--- src/rtl/gtx_sync_pkg.sv ---
// Shared definitions for the GTX word-sync controller: state encodings,
// statistics width and a constant-friendly clog2.
package gtx_sync_pkg;

  typedef enum logic [1:0] {
    LOS   = 2'd0,
    ACQ   = 2'd1,
    SYNC  = 2'd2,
    CHECK = 2'd3
  } sync_state_e;

  localparam int STAT_W = 16;

  function automatic int clog2(input int v);
    int r;
    r = 0;
    for (int i = 0; i < 31; i++) begin
      if ((32'd1 << i) < v) r = i + 1;
    end
    return r;
  endfunction

endpackage

--- src/rtl/gtx_sat_cnt.sv ---
// Saturating up-counter with synchronous clear; sticks at all-ones.
module gtx_sat_cnt #(
  parameter int W = 16
) (
  input  logic         clk,
  input  logic         clr,
  input  logic         inc,
  output logic [W-1:0] cnt
);

  logic [W-1:0] cnt_q, cnt_d;

  always_comb begin
    cnt_d = cnt_q;
    if (inc && (cnt_q != {W{1'b1}})) cnt_d = cnt_q + 1'b1;
  end

  always_ff @(posedge clk) begin
    if (clr) cnt_q <= '0;
    else     cnt_q <= cnt_d;
  end

  assign cnt = cnt_q;

endmodule

--- src/rtl/gtx_comma_sync_ctrl.sv ---
// Receive word-sync FSM (LOS/ACQ/SYNC/CHECK) driven by aligner commas and
// decode errors. Optional link statistics under GTX_SYNC_STATS_EN.
module gtx_comma_sync_ctrl
  import gtx_sync_pkg::*;
#(
  parameter int COMMA_LOCK_CNT = 3,
  parameter int ERR_LIMIT      = 4,
  parameter int GOOD_RUN       = 16,
  parameter int COMMA_TIMEOUT  = 1024
) (
  input  logic              clk,
  input  logic              rst,
  input  logic              comma,
  input  logic              realign,
  input  logic              dec_err,
  output logic              synced,
  output logic [1:0]        state,
  output logic              align_en,
  output logic              realign_err,
  output logic [STAT_W-1:0] stat_realign,
  output logic [STAT_W-1:0] stat_loss
);

  localparam int CC_W  = clog2(COMMA_LOCK_CNT) + 1;
  localparam int EC_W  = clog2(ERR_LIMIT) + 1;
  localparam int GC_W  = clog2(GOOD_RUN) + 1;
  localparam int TMR_W = clog2(COMMA_TIMEOUT) + 1;

  localparam logic [CC_W-1:0]  CC_LOCK = CC_W'(COMMA_LOCK_CNT);
  localparam logic [EC_W-1:0]  EC_LIM  = EC_W'(ERR_LIMIT);
  localparam logic [GC_W-1:0]  GC_RUN  = GC_W'(GOOD_RUN);
  localparam logic [TMR_W-1:0] TMR_MAX = TMR_W'(COMMA_TIMEOUT - 1);

  sync_state_e      state_q, state_d;
  logic [CC_W-1:0]  comma_cnt_q, comma_cnt_d, comma_inc;
  logic [EC_W-1:0]  err_cnt_q, err_cnt_d, err_inc, err_dec;
  logic [GC_W-1:0]  good_cnt_q, good_cnt_d, good_inc;
  logic [TMR_W-1:0] timer_q, timer_d;
  logic             realign_err_q, realign_err_d;
  logic             err_in, expire;

  always_comb begin
    state_d       = state_q;
    comma_cnt_d   = comma_cnt_q;
    err_cnt_d     = err_cnt_q;
    good_cnt_d    = good_cnt_q;
    err_in        = dec_err | realign;
    comma_inc     = comma_cnt_q + 1'b1;
    err_inc       = err_cnt_q + 1'b1;
    err_dec       = err_cnt_q - 1'b1;
    good_inc      = good_cnt_q + 1'b1;
    realign_err_d = realign & state_q[1];
    // Timer parks at its limit so it never wraps while idling in LOS.
    timer_d = comma ? '0 : ((timer_q == TMR_MAX) ? timer_q : timer_q + 1'b1);
    expire  = !comma && (timer_q == TMR_MAX) && (state_q != LOS);

    case (state_q)
      LOS: begin
        if (comma && !dec_err) begin
          if (COMMA_LOCK_CNT == 1) state_d = SYNC;
          else begin
            state_d     = ACQ;
            comma_cnt_d = CC_W'(1);
          end
        end
      end
      ACQ: begin
        if (err_in) state_d = LOS;
        else if (comma) begin
          comma_cnt_d = comma_inc;
          if (comma_inc == CC_LOCK) state_d = SYNC;
        end
      end
      SYNC: begin
        if (err_in) begin
          state_d    = CHECK;
          err_cnt_d  = EC_W'(1);
          good_cnt_d = '0;
        end
      end
      CHECK: begin
        if (err_in) begin
          err_cnt_d  = err_inc;
          good_cnt_d = '0;
          if (err_inc == EC_LIM) state_d = LOS;
        end else if (good_inc == GC_RUN) begin
          good_cnt_d = '0;
          err_cnt_d  = err_dec;
          if (err_dec == '0) state_d = SYNC;
        end else begin
          good_cnt_d = good_inc;
        end
      end
      default: state_d = LOS;
    endcase

    if (expire) state_d = LOS;
    if (state_d == LOS) begin
      comma_cnt_d = '0;
      err_cnt_d   = '0;
      good_cnt_d  = '0;
    end
  end

  always_ff @(posedge clk) begin
    if (rst) begin
      state_q       <= LOS;
      comma_cnt_q   <= '0;
      err_cnt_q     <= '0;
      good_cnt_q    <= '0;
      timer_q       <= '0;
      realign_err_q <= 1'b0;
    end else begin
      state_q       <= state_d;
      comma_cnt_q   <= comma_cnt_d;
      err_cnt_q     <= err_cnt_d;
      good_cnt_q    <= good_cnt_d;
      timer_q       <= timer_d;
      realign_err_q <= realign_err_d;
    end
  end

  assign state       = state_q;
  assign synced      = state_q[1];
  assign align_en    = ~state_q[1];
  assign realign_err = realign_err_q;

`ifdef GTX_SYNC_STATS_EN
  logic loss;
  assign loss = state_q[1] && (state_d == LOS);

  gtx_sat_cnt #(.W(STAT_W)) u_stat_realign (
    .clk (clk),
    .clr (rst),
    .inc (realign_err_d),
    .cnt (stat_realign)
  );

  gtx_sat_cnt #(.W(STAT_W)) u_stat_loss (
    .clk (clk),
    .clr (rst),
    .inc (loss),
    .cnt (stat_loss)
  );
`else
  assign stat_realign = '0;
  assign stat_loss    = '0;
`endif

endmodule

--- config.mk ---
export PLATFORM = sky130hd
export DESIGN_NAME = gtx_comma_sync_ctrl
export DESIGN_NICKNAME = d
export VERILOG_FILES = /design/src/rtl/gtx_sync_pkg.sv /design/src/rtl/gtx_sat_cnt.sv /design/src/rtl/gtx_comma_sync_ctrl.sv
export SDC_FILE = /design/constraint.sdc
export NUM_CORES = 1
export LEC_CHECK = 0
export CORE_AREA = 2 2 51 77
export DETAILED_ROUTE_END_ITERATION = 8
export DIE_AREA = 0 0 53 79
export GPL_TIMING_DRIVEN = 0
export PLACE_DENSITY = 0.78
export SLEW_MARGIN = 30
export SYNTH_ARGS = -nofsm -noshare
export SYNTH_HDL_FRONTEND = slang
export SYNTH_SLANG_ARGS = --single-unit
--- constraint.sdc ---
create_clock -name clk -period 3.3 [get_ports clk]
set_input_delay 0.66 -clock clk [delete_from_list [all_inputs] [get_ports clk]]
set_output_delay 0.66 -clock clk [all_outputs]
set_load 0.02 [all_outputs]
==> flow_summary.rst, run 1 <==
.. list-table::
   :header-rows: 1

   * - Metric
     - Value
   * - Count of final setup violators
     - 0
   * - Result of the run
     - complete, no violations
   * - RSZ-0062 raised after global routing
     - no
   * - Drt pass-1 iters
     - 4
   * - Post-route DRC violation count
     - 0
   * - Count leader, synth
     - buf_4
   * - Adder-cell area share of the yosys netlist
     - 5.89%
   * - Clock latency of the later-clocked register in the worst-skew pair
     - 0.27 ns
   * - CTS-repair resized insts
     - 0
   * - Area growth from synthesis to layout
     - 18.2%
   * - Number of buffers created by CTS
     - 3
   * - Fraction of post-synthesis cell area in the top cell type by area
     - around 30%
   * - Chip width
     - 53 um
   * - Number of post-CTS setup repair buffers
     - 0
   * - Final setup skew
     - a little over 0.009 ns
   * - Clk pin slew, worst setup/hold paths
     - 0.10 ns
   * - Data arrival, critical path
     - 1.90 ns
   * - Dominant cells by area after synthesis
     - dfxtp_1 29%, buf_4 15%, ha_1 5.9%
   * - Register area share after synthesis
     - 29.5%
   * - Row count
     - 27
   * - CTS Hold Buffers Added
     - 0
   * - Worst EP required
     - 2.64 ns
   * - Largest fanout of any net on the critical path
     - 10
   * - Cell Area, Synth
     - about 1700 sq um
   * - NumNets Final
     - 270
   * - Number of antenna violations at the first check in global routing
     - 0
   * - Fraction of power spent switching nets
     - 27.3%
   * - Power share of the clock group
     - 31.7%
   * - Clock tree from TritonCTS
     - built
   * - Top cell types by occurrence after synthesis
     - 33 x buf_4, 25 x dfxtp_1, 23 x nand2_1
   * - Crit. End Element
     - primary output
   * - H-tree Lvls
     - 1
   * - Gp weighted congestion
     - 0.832
   * - Overall Global Routing Usage
     - 16.4%
   * - Number of violations reported at the end of detailed-routing iteration 0
     - 22
   * - Synthesized netlist cell count
     - 212
   * - Sequential group share of total power
     - 51.7%
   * - Final count of pins violating max slew
     - 0
   * - Worst Hold Slack
     - a little under 0.5 ns
   * - Number of different library cells in the post-synthesis netlist
     - 38
   * - Via count of the first global-routing pass
     - approximately 1,300
   * - Comb pwr share
     - 16.6%
   * - Starting utilization of the core area
     - a little under half
   * - Number of buffers added on ports
     - 9
   * - Type of the setup path with the least slack
     - register to primary output
   * - Synthesized-area fraction occupied by ao, oa, aoi and oai cells
     - 15.7%
   * - Internal power component
     - 429 uW
   * - Maximum capacitance violations
     - 0
   * - Sink count of the clock tree
     - 25
   * - Largest net degree at the start of global routing
     - 16
   * - Layout cell share with drive strength beyond 1
     - 19.1%
   * - Largest family of logic cells by synthesized area
     - simple AND/OR/NAND/NOR gates
   * - Yosys synthesis warning count
     - 0
   * - Fin crit period
     - 2.56 ns
   * - Die Span Y
     - just under 80 um
   * - Num ports
     - 42
   * - Filler cell count
     - between 300 and 400
   * - Primary flip-flop cell chosen by synthesis mapping
     - dfxtp_1
   * - Routed wire length
     - 3080 um
   * - Via count
     - 1,432
   * - Critical Path Start Type
     - register
   * - Multiplexer share of the synthesized area
     - a little under 3%
   * - Count of final hold-check violations
     - 0
   * - Peak supply drop
     - 223 uV
   * - Final cell area excluding filler cells
     - roughly 2000 sq um
   * - Detail-routed net length per standard cell
     - 10.3 um
   * - Global-route wire length before repair
     - 5290 um
   * - Post-synthesis cell type with the largest combined area
     - dfxtp_1
   * - Area of the multi-input gates
     - around 990 sq um
   * - Tightest Pin Transition
     - 0.832 ns
   * - Half-perimeter wire length after detailed placement
     - 2430 um
   * - Reg area
     - 500 sq um
   * - Share of the synthesized netlist area taken by xor and xnor gates
     - 4.64%
   * - N_diodes
     - 0
   * - Mapped Avg Cell Area
     - approximately 8.0 sq um
   * - Global route overflow
     - 0
   * - Overall power after layout
     - 590 uW
   * - Placeable core region
     - 3550 sq um
   * - Peak clock frequency supported by timing
     - 391 MHz
   * - Cell area power density
     - 294 nW/um^2
   * - Die area
     - 4190 sq um
   * - Tightest slew margin relative to the limit
     - 44.4%
   * - Maximum count of clock buffers along a single path
     - 2
   * - Static Leakage
     - 0.000846 uW
   * - Final critical-path share of the clock period
     - 77.5%
   * - Instance area after placement
     - approximately 2000 sq um
   * - Final ANT Viol Nets
     - 0
   * - Aggregate negative setup slack
     - 0 ns
   * - Clock root buffer master
     - clkbuf_8
   * - Hold/Removal Path Class
     - register to register
   * - Vias per cell
     - 4.79
   * - FFs w/ async S/R, synth
     - 0%
   * - Simple-gate share of the synthesized area
     - 22.2%
   * - NetSw
     - 161 uW
   * - Post-synthesis sequential element count
     - 25
   * - Number of flops mapped to enable cells by yosys
     - 0
## cell usage in the layout, fill, tap and decap left out, types with 4 or more instances in the layout
master and instances:
a21oi_1 11, nand2_1 23, xnor2_1 6, buf_4 33
conb_1 32, nor3_1 4, clkbuf_1 4, mux2i_1 5
dfxtp_1 25, nor2_1 22, ha_1 8, nand4_1 5
nand3_1 7, clkdlybuf4s50_1 9, o21ai_0 9, inv_1 7
## metrics by stage
step | cells | worst slack [ns] | utilization (%)
global route | 299 | 0.643 | 56.6
finish | 299 | 0.744 | 56.6
global placement | 295 | 0.674 | 55.2
floorplan | 243 | 1.34 | -
CTS | 299 | 0.749 | 56.6
detailed placement | 295 | 0.636 | 55.2
## cell families (layout without fill, tap and decap cells)
logic type                 Yosys count  in the layout
xor gates and xnor gates             9              9
muxes                                5              5
and+or+nand+nor                     79             79
AOI/OAI and AO/OA                   38             38
adders and majority gates            8              8
DFF                                 25             25
buffers and inverters               47             60
other                                1             32
## worst max-delay path, cell delays in order (launching register included)
cell and delay [ns]:
dfxtp_1 0.50, clkbuf_1 0.36, inv_1 0.19, clkdlybuf4s50_1 0.58
## final timing paths
kind,start,end,slack (ns),cells after the start
max,state[1],align_en,0.74,3
min,good_cnt_q[1],good_cnt_q[1],0.49,2
max reg2reg,timer_q[0],good_cnt_q[3],1.17,8
min reg2reg,good_cnt_q[1],good_cnt_q[1],0.49,2
## per-layer routing
layer / share of wire [%] / track usage, %
met1: 42 / 18.3
met2: 51 / 29.3
met3: 4.0 / 2.26
met4: 3.2 / 7.95
met5: 0 / 0
## area by class of cell
class,instances,share of cell area (%)
multi-input combinational,171,49.4
sequential,25,24.9
buffer,40,14.8
timing repair buffer,9,4.49
tap,43,2.68
clock buffer,3,2.06
inverter,7,1.31
clock inverter,1,0.374
## power groups by stage
stage | clock network [uW] | registers, uW | logic [uW]
after floorplan | 0 | 313 | 82.5
after global placement | 0 | 312 | 96.6
after detailed placement | 0 | 312 | 96.7
after CTS | 196 | 305 | 96.9
after global routing | 212 | 306 | 106
final | 187 | 305 | 97.9
## sequential cells by signal, summed over array words and instances (netlist names)
signal       flops
good_cnt_q       5
realign_err      1
state            2
err_cnt_q        3
comma_cnt_q      3
timer_q         11
Note: power is estimated with default switching activity, not from simulation.
==> run 2: changes to the inputs <==
--- a/config.mk
+++ b/config.mk
@@ -5,11 +5,11 @@
 export SDC_FILE = /design/constraint.sdc
 export NUM_CORES = 1
 export LEC_CHECK = 0
-export CORE_AREA = 2 2 51 77
+export CORE_AREA = 2 2 52 78
 export DETAILED_ROUTE_END_ITERATION = 8
-export DIE_AREA = 0 0 53 79
+export DIE_AREA = 0 0 54 80
 export GPL_TIMING_DRIVEN = 0
-export PLACE_DENSITY = 0.78
+export PLACE_DENSITY = 0.76
 export SLEW_MARGIN = 30
 export SYNTH_ARGS = -nofsm -noshare
 export SYNTH_HDL_FRONTEND = slang
==> constraint.sdc (replaced) <==
create_clock -name clk -period 2.6 [get_ports clk]
set_input_delay 0.52 -clock clk [delete_from_list [all_inputs] [get_ports clk]]
set_output_delay 0.52 -clock clk [all_outputs]
set_load 0.02 [all_outputs]
==> run 2 against run 1 <==
Cell area about the same; setup slack got worse by 0.51 ns; first-iteration DRC count up 4.5%; clock skew rose by 0.00058 ns; utilization fell by 1.5 points; global-route usage up 0.28 points; critical path type unchanged; largest cell class unchanged; highest routed layer unchanged.
==> flow_summary.rst, run 2 (same netlist as run 1, synthesis figures left out) <==
.. list-table::
   :header-rows: 1

   * - Metric
     - Value
   * - Result of the run
     - complete, no violations
   * - Layout cell share with drive strength beyond 1
     - 19.1% (unchanged)
   * - Register name with the most flops
     - timer_q
   * - Gp weighted congestion
     - 0.796 (-4.3%)
   * - Routed wire length
     - 3090 um (+0.13%)
   * - Power share of the clock group
     - 32.5% (+0.8 points)
   * - Final ANT Viol Nets
     - 0 (unchanged)
   * - Most frequent standard cell in the layout excluding fill and tap cells
     - buf_4
   * - Number of violations reported at the end of detailed-routing iteration 0
     - 23 (+4.5%)
   * - Number of antenna violations at the first check in global routing
     - 0 (unchanged)
   * - Row count
     - 27 (unchanged)
   * - RR Endpoint
     - good_cnt_q[3]
   * - Data arrival, critical path
     - 1.85 ns (-0.05 ns)
   * - Detail-routed net length per standard cell
     - 10.3 um (+0.13%)
   * - Num ports
     - 42 (unchanged)
   * - Maximum capacitance violations
     - 0 (unchanged)
   * - Global-route wire length before repair
     - 5460 um (+3.4%)
   * - Comb pwr share
     - 16.5% (about the same)
   * - Post-route DRC violation count
     - 0 (unchanged)
   * - Number of cells on the worst hold path
     - 2 (unchanged)
   * - Largest net degree at the start of global routing
     - 17 (+1)
   * - R2R depth
     - 8 (unchanged)
   * - Final count of pins violating max slew
     - 0 (unchanged)
   * - Maximum count of clock buffers along a single path
     - 2 (unchanged)
   * - Number of post-CTS setup repair buffers
     - 0 (unchanged)
   * - Placeable core region
     - 3650 sq um (+2.9%)
   * - Starting utilization of the core area
     - 46.6% (-1.3 points)
   * - Global route overflow
     - 0 (unchanged)
   * - Peak clock frequency supported by timing
     - 422 MHz
   * - Final setup skew
     - 0.00972 ns (+0.000575 ns)
   * - Internal power component
     - 549 uW (+28%)
   * - Crit. End Element
     - primary output
   * - Peak supply drop
     - 355 uV (+59%)
   * - Chip width
     - 54 um (+1.9%)
   * - Worst EP required
     - 2.08 ns (-0.56 ns)
   * - Aggregate negative setup slack
     - 0 ns (unchanged)
   * - Sequential group share of total power
     - 51.0% (-0.7 points)
   * - Cell area power density
     - 378 nW/um^2 (+29%)
   * - Number of buffers added on ports
     - 9 (unchanged)
   * - Clk pin slew, worst setup/hold paths
     - 0.10 ns (about the same)
   * - Via count of the first global-routing pass
     - 1,315 (+0.92%)
   * - Overall Global Routing Usage
     - 16.7% (+0.28 points)
   * - CTS-repair resized insts
     - 0 (unchanged)
   * - Final standard cell utilization of the core
     - 55.1% (-1.5 points)
   * - Final critical-path share of the clock period
     - 91.1%
   * - Area growth from synthesis to layout
     - 18.3% (about the same)
   * - Count of final hold-check violations
     - 0 (unchanged)
   * - Commonest non-fill, non-tap cells in the layout
     - 33 x buf_4, 32 x conb_1, 25 x dfxtp_1
   * - Number of flip-flops in the largest register
     - 11 (unchanged)
   * - Vias per cell
     - 4.72 (-1.4%)
   * - Hold/Removal Path Class
     - register to register
   * - Sink count of the clock tree
     - 25 (unchanged)
   * - Fraction of power spent switching nets
     - 27.8% (+0.53 points)
   * - Launch point of the worst hold path
     - good_cnt_q[1]
   * - Tightest Pin Transition
     - 0.836 ns (+0.00360 ns)
   * - Type of the setup path with the least slack
     - register to primary output
   * - Clock root buffer master
     - clkbuf_8
   * - Count of final setup violators
     - 0 (unchanged)
   * - Clock tree from TritonCTS
     - built
   * - NumNets Final
     - 270 (unchanged)
   * - RSZ-0062 raised after global routing
     - no
   * - Static Leakage
     - 0.000850 uW (+0.52%)
   * - R2r startpoint
     - timer_q[0]
   * - Tightest slew margin relative to the limit
     - 44.1% (-0.24 points)
   * - Die Span Y
     - 80 um (+1.3%)
   * - Via count
     - 1,412 (-1.4%)
   * - H-tree Lvls
     - 1 (unchanged)
   * - Fin crit period
     - 2.37 ns
   * - Hold worst-path end
     - good_cnt_q[1]
   * - Half-perimeter wire length after detailed placement
     - 2420 um (-0.69%)
   * - N_diodes
     - 0 (unchanged)
   * - Clock latency of the later-clocked register in the worst-skew pair
     - 0.28 ns (about the same)
   * - Die area
     - 4320 sq um (+3.2%)
   * - NetSw
     - 211 uW (+31%)
   * - Worst setup startpoint
     - state[1]
   * - Registers with the most flip-flops
     - timer_q: 11 flops, good_cnt_q: 5 flops
   * - Number of buffers created by CTS
     - 3 (unchanged)
   * - CTS Hold Buffers Added
     - 0 (unchanged)
   * - Critical Path Start Type
     - register
   * - Internal reg-to-reg setup slack
     - 0.47 ns (-0.70 ns)
   * - Largest fanout of any net on the critical path
     - 10 (unchanged)
   * - Drt pass-1 iters
     - 5 (+1)
## run 2: metrics by stage
stage,hold WS (ns),total power [uW],std cells,cell area (sq um),setup slack (ns)
6_report,0.486,760,299,2010,0.231
5_1_grt,0.515,791,299,2010,0.105
4_1_cts,0.488,764,299,2010,0.215
3_5_place_dp,0.476,520,295,1960,0.0550
3_3_place_gp,0.466,519,295,1960,0.0808
2_1_floorplan,0.457,502,243,1820,0.644
## run 2: power by group through the flow
stage	clock network [uW]	logic (uW)	registers (uW)
floorplan	0	105	397
global placement	0	123	396
detailed placement	0	123	396
CTS	253	124	387
global route	268	135	388
finish	247	125	387
## run 2: area by class of cell
cell class,instances,area (sq um)
Multi-Input combinational cell,171,992
Sequential cell,25,500
Timing Repair Buffer,9,90.1
Buffer,40,297
Clock inverter,1,8.76
Fill cell,369,1640
Inverter,7,26.3
Clock buffer,3,41.3
Tap cell,43,53.8
## run 2: worst max-delay path by stage
stage                           to  slack [ns]  cells after the start
finish                    align_en        0.23                      3
global route              align_en        0.10                      3
CTS                       align_en        0.22                      3
detailed placement  comma_cnt_q[2]        0.06                      6
global placement    comma_cnt_q[2]        0.08                      6
floorplan           comma_cnt_q[2]        0.64                      8
## run 2: critical path, stage by stage (launching register included)
cell             delay (ns)
dfxtp_1                0.48
clkbuf_1               0.33
inv_1                  0.18
clkdlybuf4s50_1        0.57
## run 2: layer usage
layer  wire, um  vias to the layer above  share of wire (%)  global-route usage [%]
li1           -                      741                  -                       -
met1       1310                      634                 42                    17.7
met2       1610                       33                 52                    30.4
met3        125                        4                4.0                    1.87
met4         46                        0                1.5                    9.00
met5          0                        -                  0                       0
==> run 3: changes to the inputs <==
--- a/config.mk
+++ b/config.mk
@@ -5,11 +5,12 @@
 export SDC_FILE = /design/constraint.sdc
 export NUM_CORES = 1
 export LEC_CHECK = 0
+export ABC_AREA = 1
 export CORE_AREA = 2 2 52 78
 export DETAILED_ROUTE_END_ITERATION = 8
 export DIE_AREA = 0 0 54 80
 export GPL_TIMING_DRIVEN = 0
-export PLACE_DENSITY = 0.76
+export PLACE_DENSITY = 0.77
 export SLEW_MARGIN = 30
 export SYNTH_ARGS = -nofsm -noshare
 export SYNTH_HDL_FRONTEND = slang
==> run 3 against run 2 <==
First-iteration DRC count shrank 65%; largest power group unchanged; sequential cell count unchanged; critical endpoint is now state[1]; fmax up 15%.
==> flow_summary.rst, run 3 <==
.. list-table::
   :header-rows: 1

   * - Metric
     - Value
   * - Number of flip-flops in the largest register
     - 11 (unchanged)
   * - Commonest non-fill, non-tap cells in the layout
     - 36 x nand2_1, 33 x buf_4, 32 x conb_1
   * - Count of final setup violators
     - 0 (unchanged)
   * - Via count of the first global-routing pass
     - 1,232 (-6.3%)
   * - RSZ-0062 raised after global routing
     - no
   * - Yosys synthesis warning count
     - 0 (unchanged)
   * - Chip width
     - 54 um (unchanged)
   * - H-tree Lvls
     - 1 (unchanged)
   * - Registers with the most flip-flops
     - timer_q: 11 flops, good_cnt_q: 5 flops
   * - Crit. End Element
     - primary output
   * - CTS-repair resized insts
     - 0 (unchanged)
   * - Top cell types by occurrence after synthesis
     - 36 x nand2_1, 33 x buf_4, 31 x inv_1
   * - Number of buffers added on ports
     - 9 (unchanged)
   * - Number of different library cells in the post-synthesis netlist
     - 33 (-13%)
   * - Routed wl met2
     - 1710 um (+6.6%)
   * - Clock tree from TritonCTS
     - built
   * - WL met3
     - 72 um (-42%)
   * - Sink count of the clock tree
     - 25 (unchanged)
   * - Die area
     - 4320 sq um (unchanged)
   * - Layout cell share with drive strength beyond 1
     - 23.6% (+4.4 points)
   * - Clock root buffer master
     - clkbuf_8
   * - Final count of pins violating max slew
     - 0 (unchanged)
   * - Number of flops mapped to enable cells by yosys
     - 0 (unchanged)
   * - FFs w/ async S/R, synth
     - 0% (unchanged)
   * - Area growth from synthesis to layout
     - 17.8%
   * - Worst EP required
     - 2.08 ns (about the same)
   * - NumNets Final
     - 290 (+7.4%)
   * - CTS Hold Buffers Added
     - 0 (unchanged)
   * - Overall Global Routing Usage
     - 15.4% (-1.3 points)
   * - Routed wire length
     - 2950 um (-4.6%)
   * - Count leader, synth
     - nand2_1
   * - Most frequent standard cell in the layout excluding fill and tap cells
     - nand2_1
   * - Final standard cell utilization of the core
     - 56.0% (+0.93 points)
   * - Detail-routed net length per standard cell
     - 9.23 um (-11%)
   * - Final ANT Viol Nets
     - 0 (unchanged)
   * - Fraction of post-synthesis cell area in the top cell type by area
     - 28.9% (-0.60 points)
   * - Largest fanout of any net on the critical path
     - 8 (-2)
   * - Peak supply drop
     - 339 uV (-4.4%)
   * - Largest net degree at the start of global routing
     - 16 (-1)
   * - Number of post-CTS setup repair buffers
     - 0 (unchanged)
   * - Number of violations reported at the end of detailed-routing iteration 0
     - 8 (-65%)
   * - Global route overflow
     - 0 (unchanged)
   * - Cell area power density
     - 366 nW/um^2 (-3.2%)
   * - Highest Signal Layer
     - met4
   * - R2r startpoint
     - err_cnt_q[0]
   * - Starting utilization of the core area
     - 47.5% (+0.96 points)
   * - Count of final hold-check violations
     - 0 (unchanged)
   * - Result of the run
     - complete, no violations
   * - Via count
     - 1,375 (-2.6%)
   * - Number of antenna violations at the first check in global routing
     - 0 (unchanged)
   * - Fin crit period
     - 2.05 ns (-0.316 ns)
   * - Comb pwr share
     - 16.1% (-0.4 points)
   * - Hold/Removal Path Class
     - register to register
   * - Post-route DRC violation count
     - 0 (unchanged)
   * - Primary flip-flop cell chosen by synthesis mapping
     - dfxtp_1
   * - Internal power component
     - 543 uW (-0.95%)
   * - Vias per cell
     - 4.31 (-8.7%)
   * - Worst setup startpoint
     - state[1]
   * - Post-synthesis sequential element count
     - 25 (unchanged)
   * - Global-route wire length before repair
     - 4990 um (-8.7%)
   * - Critical Path Start Type
     - register
   * - Final setup skew
     - 0.00905 ns (-0.000671 ns)
   * - Maximum capacitance violations
     - 0 (unchanged)
   * - Register area share after synthesis
     - 28.9% (-0.60 points)
   * - Maximum count of clock buffers along a single path
     - 2 (unchanged)
   * - Aggregate negative setup slack
     - 0 ns (unchanged)
   * - Met1 wire length
     - 1100 um (-16%)
   * - Number of buffers created by CTS
     - 3 (unchanged)
   * - Static Leakage
     - 0.000982 uW (+15%)
   * - Data arrival, critical path
     - 1.53 ns (-0.32 ns)
   * - Post-synthesis cell type with the largest combined area
     - dfxtp_1
   * - Cell Area, Synth
     - 1730 sq um (+2.1%)
   * - Drt pass-1 iters
     - 5 (unchanged)
   * - Fraction of power spent switching nets
     - 27.4% (-0.42 points)
   * - Clock latency of the later-clocked register in the worst-skew pair
     - 0.28 ns (about the same)
   * - Final critical-path share of the clock period
     - 79.0% (-12 points)
   * - Die Span Y
     - 80 um (unchanged)
   * - Area of the multi-input gates
     - 952 sq um (-4.0%)
   * - N_diodes
     - 0 (unchanged)
   * - Gp weighted congestion
     - 0.758 (-4.8%)
   * - Filler cell count
     - 365 (-1.1%)
   * - Register name with the most flops
     - timer_q
   * - Peak clock frequency supported by timing
     - 487 MHz (+15%)
   * - Launch point of the worst hold path
     - timer_q[10]
   * - Synthesized netlist cell count
     - 232 (+9.4%)
   * - Reg area
     - 500 sq um (unchanged)
   * - Row count
     - 27 (unchanged)
   * - Num ports
     - 42 (unchanged)
   * - Type of the setup path with the least slack
     - register to primary output
   * - Sequential group share of total power
     - 52.0% (+1.0 points)
   * - Worst Hold Slack
     - 0.481 ns (-0.00518 ns)
   * - Power share of the clock group
     - 31.9% (-0.6 points)
   * - NetSw
     - 205 uW (-3.0%)
   * - Mapped Avg Cell Area
     - 7.47 sq um (-6.7%)
   * - Dominant cells by area after synthesis
     - dfxtp_1 29%, buf_4 14%, nand2_1 7.8%
   * - Clk pin slew, worst setup/hold paths
     - 0.09 ns (about the same)
   * - Placeable core region
     - 3650 sq um (unchanged)
   * - Half-perimeter wire length after detailed placement
     - 2330 um (-3.7%)
run 3: cell count changes after synthesis, moves of 5 or more:
cell / change
a21oi_2: +6
mux2i_1: -5
nand2_1: +13
inv_1: +24
o21ai_0: +8
run 3: area by class of cell:
cell class	count	share of cell area [%]
clock buffers	3	2.02
flip-flops and latches	25	24.5
multi-input cells	169	46.6
repair buffers	9	4.41
clock inverters	1	0.367
inverters	34	6.25
well taps	43	2.63
plain buffers	35	13.2
run 3: power by group through the flow:
| stage | combinational [uW] | clock (uW) | sequential (uW) |
|---|---|---|---|
| after floorplan | 102 | 0 | 398 |
| after global placement | 118 | 0 | 398 |
| after detailed placement | 118 | 0 | 398 |
| after CTS | 119 | 247 | 389 |
| after global routing | 132 | 259 | 390 |
| final | 120 | 239 | 389 |
run 3: through the flow:
stage                     instances  total power (uW)  setup WS (ns)  cell area (sq um)
final                           319               748          0.547               2040
after global routing            319               781          0.507               2040
after CTS                       319               755          0.538               2040
after detailed placement        315               516          0.429               1990
after global placement          315               516          0.457               1990
after floorplan                 263               500           1.10               1850
run 3: critical path: stages, from the launching register on:
cell and delay (ns):
dfxtp_1 0.51, buf_4 0.17, clkdlybuf4s50_1 0.59
run 3: final timing paths:
| path | cells after the start | endpoint | slack (ns) |
|---|---|---|---|
| setup / recovery | 2 | state[1] | 0.55 |
| hold reg to reg | 2 | timer_q[10] | 0.48 |
| hold / removal | 2 | timer_q[10] | 0.48 |
| setup reg to reg | 11 | err_cnt_q[1] | 0.96 |
run 3: cell families after synthesis:
family                     count (synthesis)  synth area share, %
adders and majority gates                  8                 5.77
and+or+nand+nor                           80                 21.8
xor gates and xnor gates                  10                 5.48
buffers and inverters                     69                 22.9
DFF                                       25                 28.9
other                                      1                0.216
AOI/OAI and AO/OA                         39                 14.9
run 3: metal layers:
| layer | global-route usage [%] | vias to the layer above |
|---|---|---|
| li1 | - | 753 |
| met1 | 15.5 | 599 |
| met2 | 29.5 | 18 |
| met3 | 1.69 | 5 |
| met4 | 7.25 | 0 |
| met5 | 0 | - |
